**config.mk**
```make
export PLATFORM = sky130hd
export DESIGN_NAME = periph_uart_tx
export DESIGN_NICKNAME = d
export VERILOG_FILES = /design/src/rtl/periph_uart_pkg.sv /design/src/rtl/sync_fifo.sv /design/src/rtl/periph_uart_tx.sv
export SDC_FILE = /design/constraint.sdc
export NUM_CORES = 1
export LEC_CHECK = 0
export ABC_AREA = 0
export CAP_MARGIN = 10
export CORE_MARGIN = 5
export CORE_UTILIZATION = 50
export DETAILED_ROUTE_END_ITERATION = 8
export PLACE_DENSITY = 0.76
export SLEW_MARGIN = 20
export SYNTH_ARGS = -nofsm -noshare
export SYNTH_HDL_FRONTEND = slang
export SYNTH_SLANG_ARGS = --single-unit
```
**constraint.sdc**
```tcl
create_clock -name sys_clk -period 9.49 [get_ports sys_clk]
set_input_delay 1.898 -clock sys_clk [delete_from_list [all_inputs] [get_ports sys_clk]]
set_output_delay 1.898 -clock sys_clk [all_outputs]
set_load 0.1 [all_outputs]
```
**src/rtl/periph_uart_pkg.sv**
```systemverilog
// periph_uart_pkg: register map, STATUS bit positions and TX state encoding shared by the UART TX block.
package periph_uart_pkg;
    localparam logic [1:0] REG_TXDATA   = 2'd0;
    localparam logic [1:0] REG_STATUS   = 2'd1;
    localparam logic [1:0] REG_BAUD_DIV = 2'd2;
    localparam logic [1:0] REG_CTRL     = 2'd3;
    localparam int STAT_FULL  = 0;
    localparam int STAT_EMPTY = 1;
    localparam int STAT_BUSY  = 2;
    localparam int STAT_OVF   = 3;
    typedef enum logic [1:0] {TX_IDLE, TX_START, TX_DATA, TX_STOP} tx_state_e;
endpackage

```
**src/rtl/sync_fifo.sv**
```systemverilog
// sync_fifo: single-clock FIFO; a push into a full FIFO is taken only when a pop frees a slot the same cycle.
module sync_fifo #(
    parameter int WIDTH = 8,
    parameter int DEPTH = 8
) (
    input  logic             clk,
    input  logic             rst,
    input  logic             push_i,
    input  logic             pop_i,
    input  logic [WIDTH-1:0] data_i,
    output logic [WIDTH-1:0] data_o,
    output logic             full_o,
    output logic             empty_o
);
    localparam int AW = $clog2(DEPTH);
    logic [WIDTH-1:0] mem_q [DEPTH];
    logic [AW-1:0] wr_ptr_q, rd_ptr_q;
    logic [AW:0] count_q;
    logic do_push, do_pop;
    assign full_o  = count_q == (AW+1)'(DEPTH);
    assign empty_o = count_q == '0;
    assign do_pop  = pop_i && !empty_o;
    assign do_push = push_i && (!full_o || do_pop);
    assign data_o  = mem_q[rd_ptr_q];
    always_ff @(posedge clk) begin
        if (do_push) mem_q[wr_ptr_q] <= data_i;
    end
    always_ff @(posedge clk) begin
        if (rst) begin
            wr_ptr_q <= '0;
            rd_ptr_q <= '0;
            count_q  <= '0;
        end else begin
            if (do_push) wr_ptr_q <= wr_ptr_q + AW'(1);
            if (do_pop) rd_ptr_q <= rd_ptr_q + AW'(1);
            count_q <= count_q + (AW+1)'(do_push) - (AW+1)'(do_pop);
        end
    end
endmodule

```
**src/rtl/periph_uart_tx.sv**
```systemverilog
// periph_uart_tx: memory-mapped 8N1 UART transmitter with TX FIFO, programmable baud divisor and level irq.
module periph_uart_tx
    import periph_uart_pkg::*;
#(
    parameter logic [31:0] BASE_ADDR   = 32'h0200_0000,
    parameter int          FIFO_DEPTH  = 8,
    parameter logic [15:0] DEFAULT_DIV = 16'd434
) (
    input  logic        sys_clk,
    input  logic        rst,
    input  logic        periph_mem_valid,
    output logic        periph_mem_ready,
    input  logic [31:0] periph_mem_addr,
    input  logic [31:0] periph_mem_wdata,
    input  logic [3:0]  periph_mem_wstrb,
    output logic [31:0] periph_mem_rdata,
    output logic        uart_tx,
    output logic        irq
);
    logic hit, accept, wr, push, pop, fifo_full, fifo_empty, busy, bit_end;
    logic [1:0] reg_sel;
    logic [3:0] status;
    logic [7:0] fifo_dout;
    logic [15:0] div_eff;
    logic [31:0] reg_val;
    logic ovf_q, tx_en_q, irq_en_q;
    logic [15:0] baud_q, cnt_q;
    logic [2:0] bit_q;
    logic [7:0] shift_q;
    tx_state_e state_q;
    logic unused_bits;
    assign unused_bits = ^{periph_mem_addr[1:0], periph_mem_wdata[31:16], periph_mem_wstrb[3:2]};
    assign hit     = periph_mem_addr[31:4] == BASE_ADDR[31:4];
    assign reg_sel = periph_mem_addr[3:2];
    assign accept  = periph_mem_valid && hit && !periph_mem_ready;
    assign wr      = accept && |periph_mem_wstrb;
    assign push    = wr && reg_sel == REG_TXDATA && periph_mem_wstrb[0];
    assign busy    = state_q != TX_IDLE;
    assign bit_end = cnt_q == '0;
    // Pop either from idle or at the last stop-bit cycle so frames chain without a gap.
    assign pop     = tx_en_q && !fifo_empty && (state_q == TX_IDLE || (state_q == TX_STOP && bit_end));
    assign div_eff = baud_q == '0 ? 16'd1 : baud_q;
    assign irq     = irq_en_q && fifo_empty && !busy;
    always_comb begin
        status = '0;
        status[STAT_FULL]  = fifo_full;
        status[STAT_EMPTY] = fifo_empty;
        status[STAT_BUSY]  = busy;
        status[STAT_OVF]   = ovf_q;
        reg_val = reg_sel == REG_STATUS   ? {28'b0, status} :
                  reg_sel == REG_BAUD_DIV ? {16'b0, baud_q} :
                  reg_sel == REG_CTRL     ? {30'b0, irq_en_q, tx_en_q} : 32'b0;
    end
    sync_fifo #(.WIDTH(8), .DEPTH(FIFO_DEPTH)) u_fifo (
        .clk(sys_clk), .rst(rst), .push_i(push), .pop_i(pop), .data_i(periph_mem_wdata[7:0]),
        .data_o(fifo_dout), .full_o(fifo_full), .empty_o(fifo_empty)
    );
    always_ff @(posedge sys_clk) begin
        if (rst) begin
            periph_mem_ready <= 1'b0;
            periph_mem_rdata <= '0;
            ovf_q            <= 1'b0;
            baud_q           <= DEFAULT_DIV;
            tx_en_q          <= 1'b1;
            irq_en_q         <= 1'b0;
        end else begin
            periph_mem_ready <= accept;
            periph_mem_rdata <= accept ? reg_val : '0;
            if (push && fifo_full && !pop) ovf_q <= 1'b1;
            else if (wr && reg_sel == REG_STATUS && periph_mem_wstrb[0] && periph_mem_wdata[STAT_OVF]) ovf_q <= 1'b0;
            if (wr && reg_sel == REG_BAUD_DIV && periph_mem_wstrb[0]) baud_q[7:0] <= periph_mem_wdata[7:0];
            if (wr && reg_sel == REG_BAUD_DIV && periph_mem_wstrb[1]) baud_q[15:8] <= periph_mem_wdata[15:8];
            if (wr && reg_sel == REG_CTRL && periph_mem_wstrb[0]) {irq_en_q, tx_en_q} <= periph_mem_wdata[1:0];
        end
    end
    always_ff @(posedge sys_clk) begin
        if (rst) begin
            state_q <= TX_IDLE;
            cnt_q   <= '0;
            bit_q   <= '0;
            shift_q <= '0;
            uart_tx <= 1'b1;
        end else begin
            cnt_q <= bit_end ? div_eff - 16'd1 : cnt_q - 16'd1;
            case (state_q)
                TX_IDLE: begin
                    cnt_q <= div_eff - 16'd1;
                    if (pop) begin
                        state_q <= TX_START;
                        uart_tx <= 1'b0;
                        shift_q <= fifo_dout;
                    end
                end
                TX_START: if (bit_end) begin
                    state_q <= TX_DATA;
                    uart_tx <= shift_q[0];
                    shift_q <= shift_q >> 1;
                    bit_q   <= '0;
                end
                TX_DATA: if (bit_end) begin
                    if (bit_q == 3'd7) begin
                        state_q <= TX_STOP;
                        uart_tx <= 1'b1;
                    end else begin
                        bit_q   <= bit_q + 3'd1;
                        uart_tx <= shift_q[0];
                        shift_q <= shift_q >> 1;
                    end
                end
                TX_STOP: if (bit_end) begin
                    state_q <= pop ? TX_START : TX_IDLE;
                    uart_tx <= !pop;
                    if (pop) shift_q <= fifo_dout;
                end
                default: state_q <= TX_IDLE;
            endcase
        end
    end
endmodule

```
==> out/summary.txt <==
diode count - 0
CTS Hold Bufs - 0
wire per inst - 16.9 µm
ratio of cells with drive above 1 in the final layout - 0.112
Worst Path Arrival - 2.64 ns
H-tree lvl count - 4
routability congestion estimate - 0.829
Synth Cell Area - 6410 µm²
Pint - 0.00130 W
area fraction of the dominant cell type after synthesis - 0.300
Resized cells post-CTS - 0
DIE HEIGHT - 123 µm
final wirelength - 13.7 mm
antenna-violating nets left - 0
total gr overflow - 0
die area - 15200 µm²
Post CTS Setup Buffer Count - 0
post-detail-place hpwl - 9.76 mm
worst-skew pair later-pin latency - 0.43 ns
worst ir drop on vdd - 0.204 mV
slew margin rel. - 0.290
pin count of the biggest net entering global routing - 57
vias - 4565
final-report setup violation count - 0
CTS max path bufs - 2
sequential area share after synthesis - 0.546
f_max - 220 MHz
drt pass-1 iters - 5
number of global-route vias before repair - 4571
CTS sink cnt - 143
total net switching power - 0.000655 W
CP Class - register to output port
top cells by count, synth - dfxtp_1 (79), edfxtp_1 (64), nor2_1 (61), nand2_1 (34)
slowest CP cell - clkdlybuf4s50_1
PD cells - 252 nW/µm²
area leader, netlist - edfxtp_1
EDFF count, synth - 64
number of vias per cell - 5.61
Gate power share - 0.276
initial antenna violation count - 0
Switching Fraction - 0.335
first-pass GRT wire length - 22.7 mm
critical path peak fanout - 7
Startpoint Class - register
Worst Hold Depth - 2
post-route setup TNS - 0 ns
first-iteration detailed-routing DRC count - 298
WP buf/inv - 2
Synth cell types - 61
Crit. path cell count - 4
Post-Syn Instances - 561
Overall Global Routing Usage - 0.197
final hold vios - 0
Syn Area/Cell - 11.4 µm²
P_leak - 2.79 nW
top-count cell post-synth - dfxtp_1
MaxCap Viol Count - 0
worst hold path type - register to register
CP Capture Type - output port
Synth area leaders - edfxtp_1 (30%), dfxtp_1 (25%), mux4_2 (5.6%), nor2_1 (3.6%), ha_1 (3.1%)
Area growth syn-to-layout - 21.3%
Synth Flop Type - dfxtp_1
Slowest Stage Delay on Critical Path - 1.14 ns
number of buffers created by CTS - 17
floorplan row count - 41
r2r setup slk - 6.25 ns
I/O Buffers - 69
final-report max-slew violation count - 0
Core Util, Final - 0.616
die width - 123 µm
sequential power share - 0.396
fill count - 988
delay-heaviest family, CP - buffers and inverters
number of top-level pins - 106
Root Buffer - clkbuf_16
Yosys reg bits - 143
r2r worst-path depth - 12
post-route minimum period - 4.54 ns
crit path cell chain - inv_1 > ha_1 > and3_1 > clkdlybuf4s50_1
fin nets - 717
Worst Tran Pin Value - 1.06 ns
Starting Density - 0.508
synth warn - 0
worst endpoint required time - 7.59 ns
outcome - finished, final reports clean
Clock power frac - 0.328
Core Area - 12600 µm²
Clk pin slew, worst setup/hold paths - 0.06 ns
total power - 0.00196 W
Post-synth ARST share - 0
unrepaired setup endpoints after global routing - no
residual DRC count - 0
Final Cycle Share - 0.478
CTS tree - yes
Max Clock Skew - 0.0134 ns
## power groups by stage
stage          clock network, W  logic (W)  registers (W)
3_5_place_dp                  0   0.000536       0.000788
3_3_place_gp                  0   0.000515       0.000784
6_report               0.000643   0.000540       0.000775
4_1_cts                0.000656   0.000540       0.000776
2_1_floorplan                 0   0.000432       0.000763
5_1_grt                0.000685   0.000597       0.000787
## placed cells by master, fill, tap and decap left out, drive strengths merged, types with 4 or more instances in the layout
cell type	Yosys	final
a211oi	10	10
a21oi	20	20
a22oi	4	4
and2	12	12
and3	4	4
buf	25	5
clkbuf	14	18
clkdlybuf4s50	0	68
conb	1	16
dfxtp	79	79
edfxtp	64	64
ha	16	16
inv	18	27
mux2i	20	20
mux4	16	16
nand2	34	34
nand2b	5	5
nand3	8	8
nand4	5	5
nor2	61	61
nor2b	4	4
nor3	14	14
nor4	14	14
o211ai	5	5
o21ai	17	17
o22ai	6	6
o31ai	4	4
or3	4	4
or4	14	14
xnor2	10	10
xor2	13	13
## worst register-to-register path, cell delays in order, from the launching register on
cell and delay, ns:
dfxtp_1 0.33, inv_1 0.09, ha_1 0.18, nor3b_2 0.35
nand4b_1 0.39, o21ai_1 0.63, ha_1 0.26, inv_1 0.07
ha_1 0.29, a21o_1 0.18, a21oi_1 0.17, xnor2_1 0.14
nor2_1 0.05
## per-stage QoR
step           std cells  hold WS, ns  cell area, µm²  setup slack [ns]
6_report             814        0.479            7780              4.95
5_1_grt              814        0.510            7780              4.83
4_1_cts              814        0.479            7770              4.95
3_5_place_dp         782        0.468            7200              4.91
3_3_place_gp         782        0.454            7190              4.66
2_1_floorplan        576        0.446            6470              5.42
## final cells by class
cell class	instances	area [µm²]	share of cell area
sequential	143	3500	0.450
multi-input combinational	375	2700	0.347
timing repair buffer	73	716	0.0920
clock buffer	18	429	0.0552
tap	172	215	0.0277
clock inverter	14	145	0.0187
inverter	19	71.3	0.00917
## layer usage
metal  share of wire  vias up  global-route usage
li1                -     2194                   -
met1            0.43     2224               0.258
met2            0.49      132               0.316
met3           0.064       15              0.0576
met4           0.010        0              0.0651
met5               0        -                   0
## sequential cells by signal, indices dropped and copies added, names as in the netlist, named ones only
signal            cells
u_fifo.rd_ptr_q       3
baud_q               16
irq_en_q              1
shift_q               8
uart_tx               1
state_q               2
tx_en_q               1
periph_mem_rdata     16
u_fifo.count_q        4
cnt_q                16
u_fifo.wr_ptr_q       3
periph_mem_ready      1
ovf_q                 1
bit_q                 3
u_fifo.mem_q         64
## kinds of logic after synthesis
logic type               after synthesis  synth area share
AO/OA/AOI/OAI                         90            0.0927
XOR/XNOR                              23            0.0314
adder cells (fa/ha/maj)               17            0.0343
buffers and inverters                 58            0.0447
flip-flops                           143             0.546
multiplexers                          37            0.0892
other                                  1          0.000585
AND/OR/NAND/NOR                      192             0.161
## final timing paths
check	start	end
max reg2reg	cnt_q[0]	u_fifo.count_q[3]
min reg2reg	shift_q[1]	shift_q[1]
max	state_q[1]	irq
min	shift_q[1]	shift_q[1]
(Power assumes the default switching activity.)
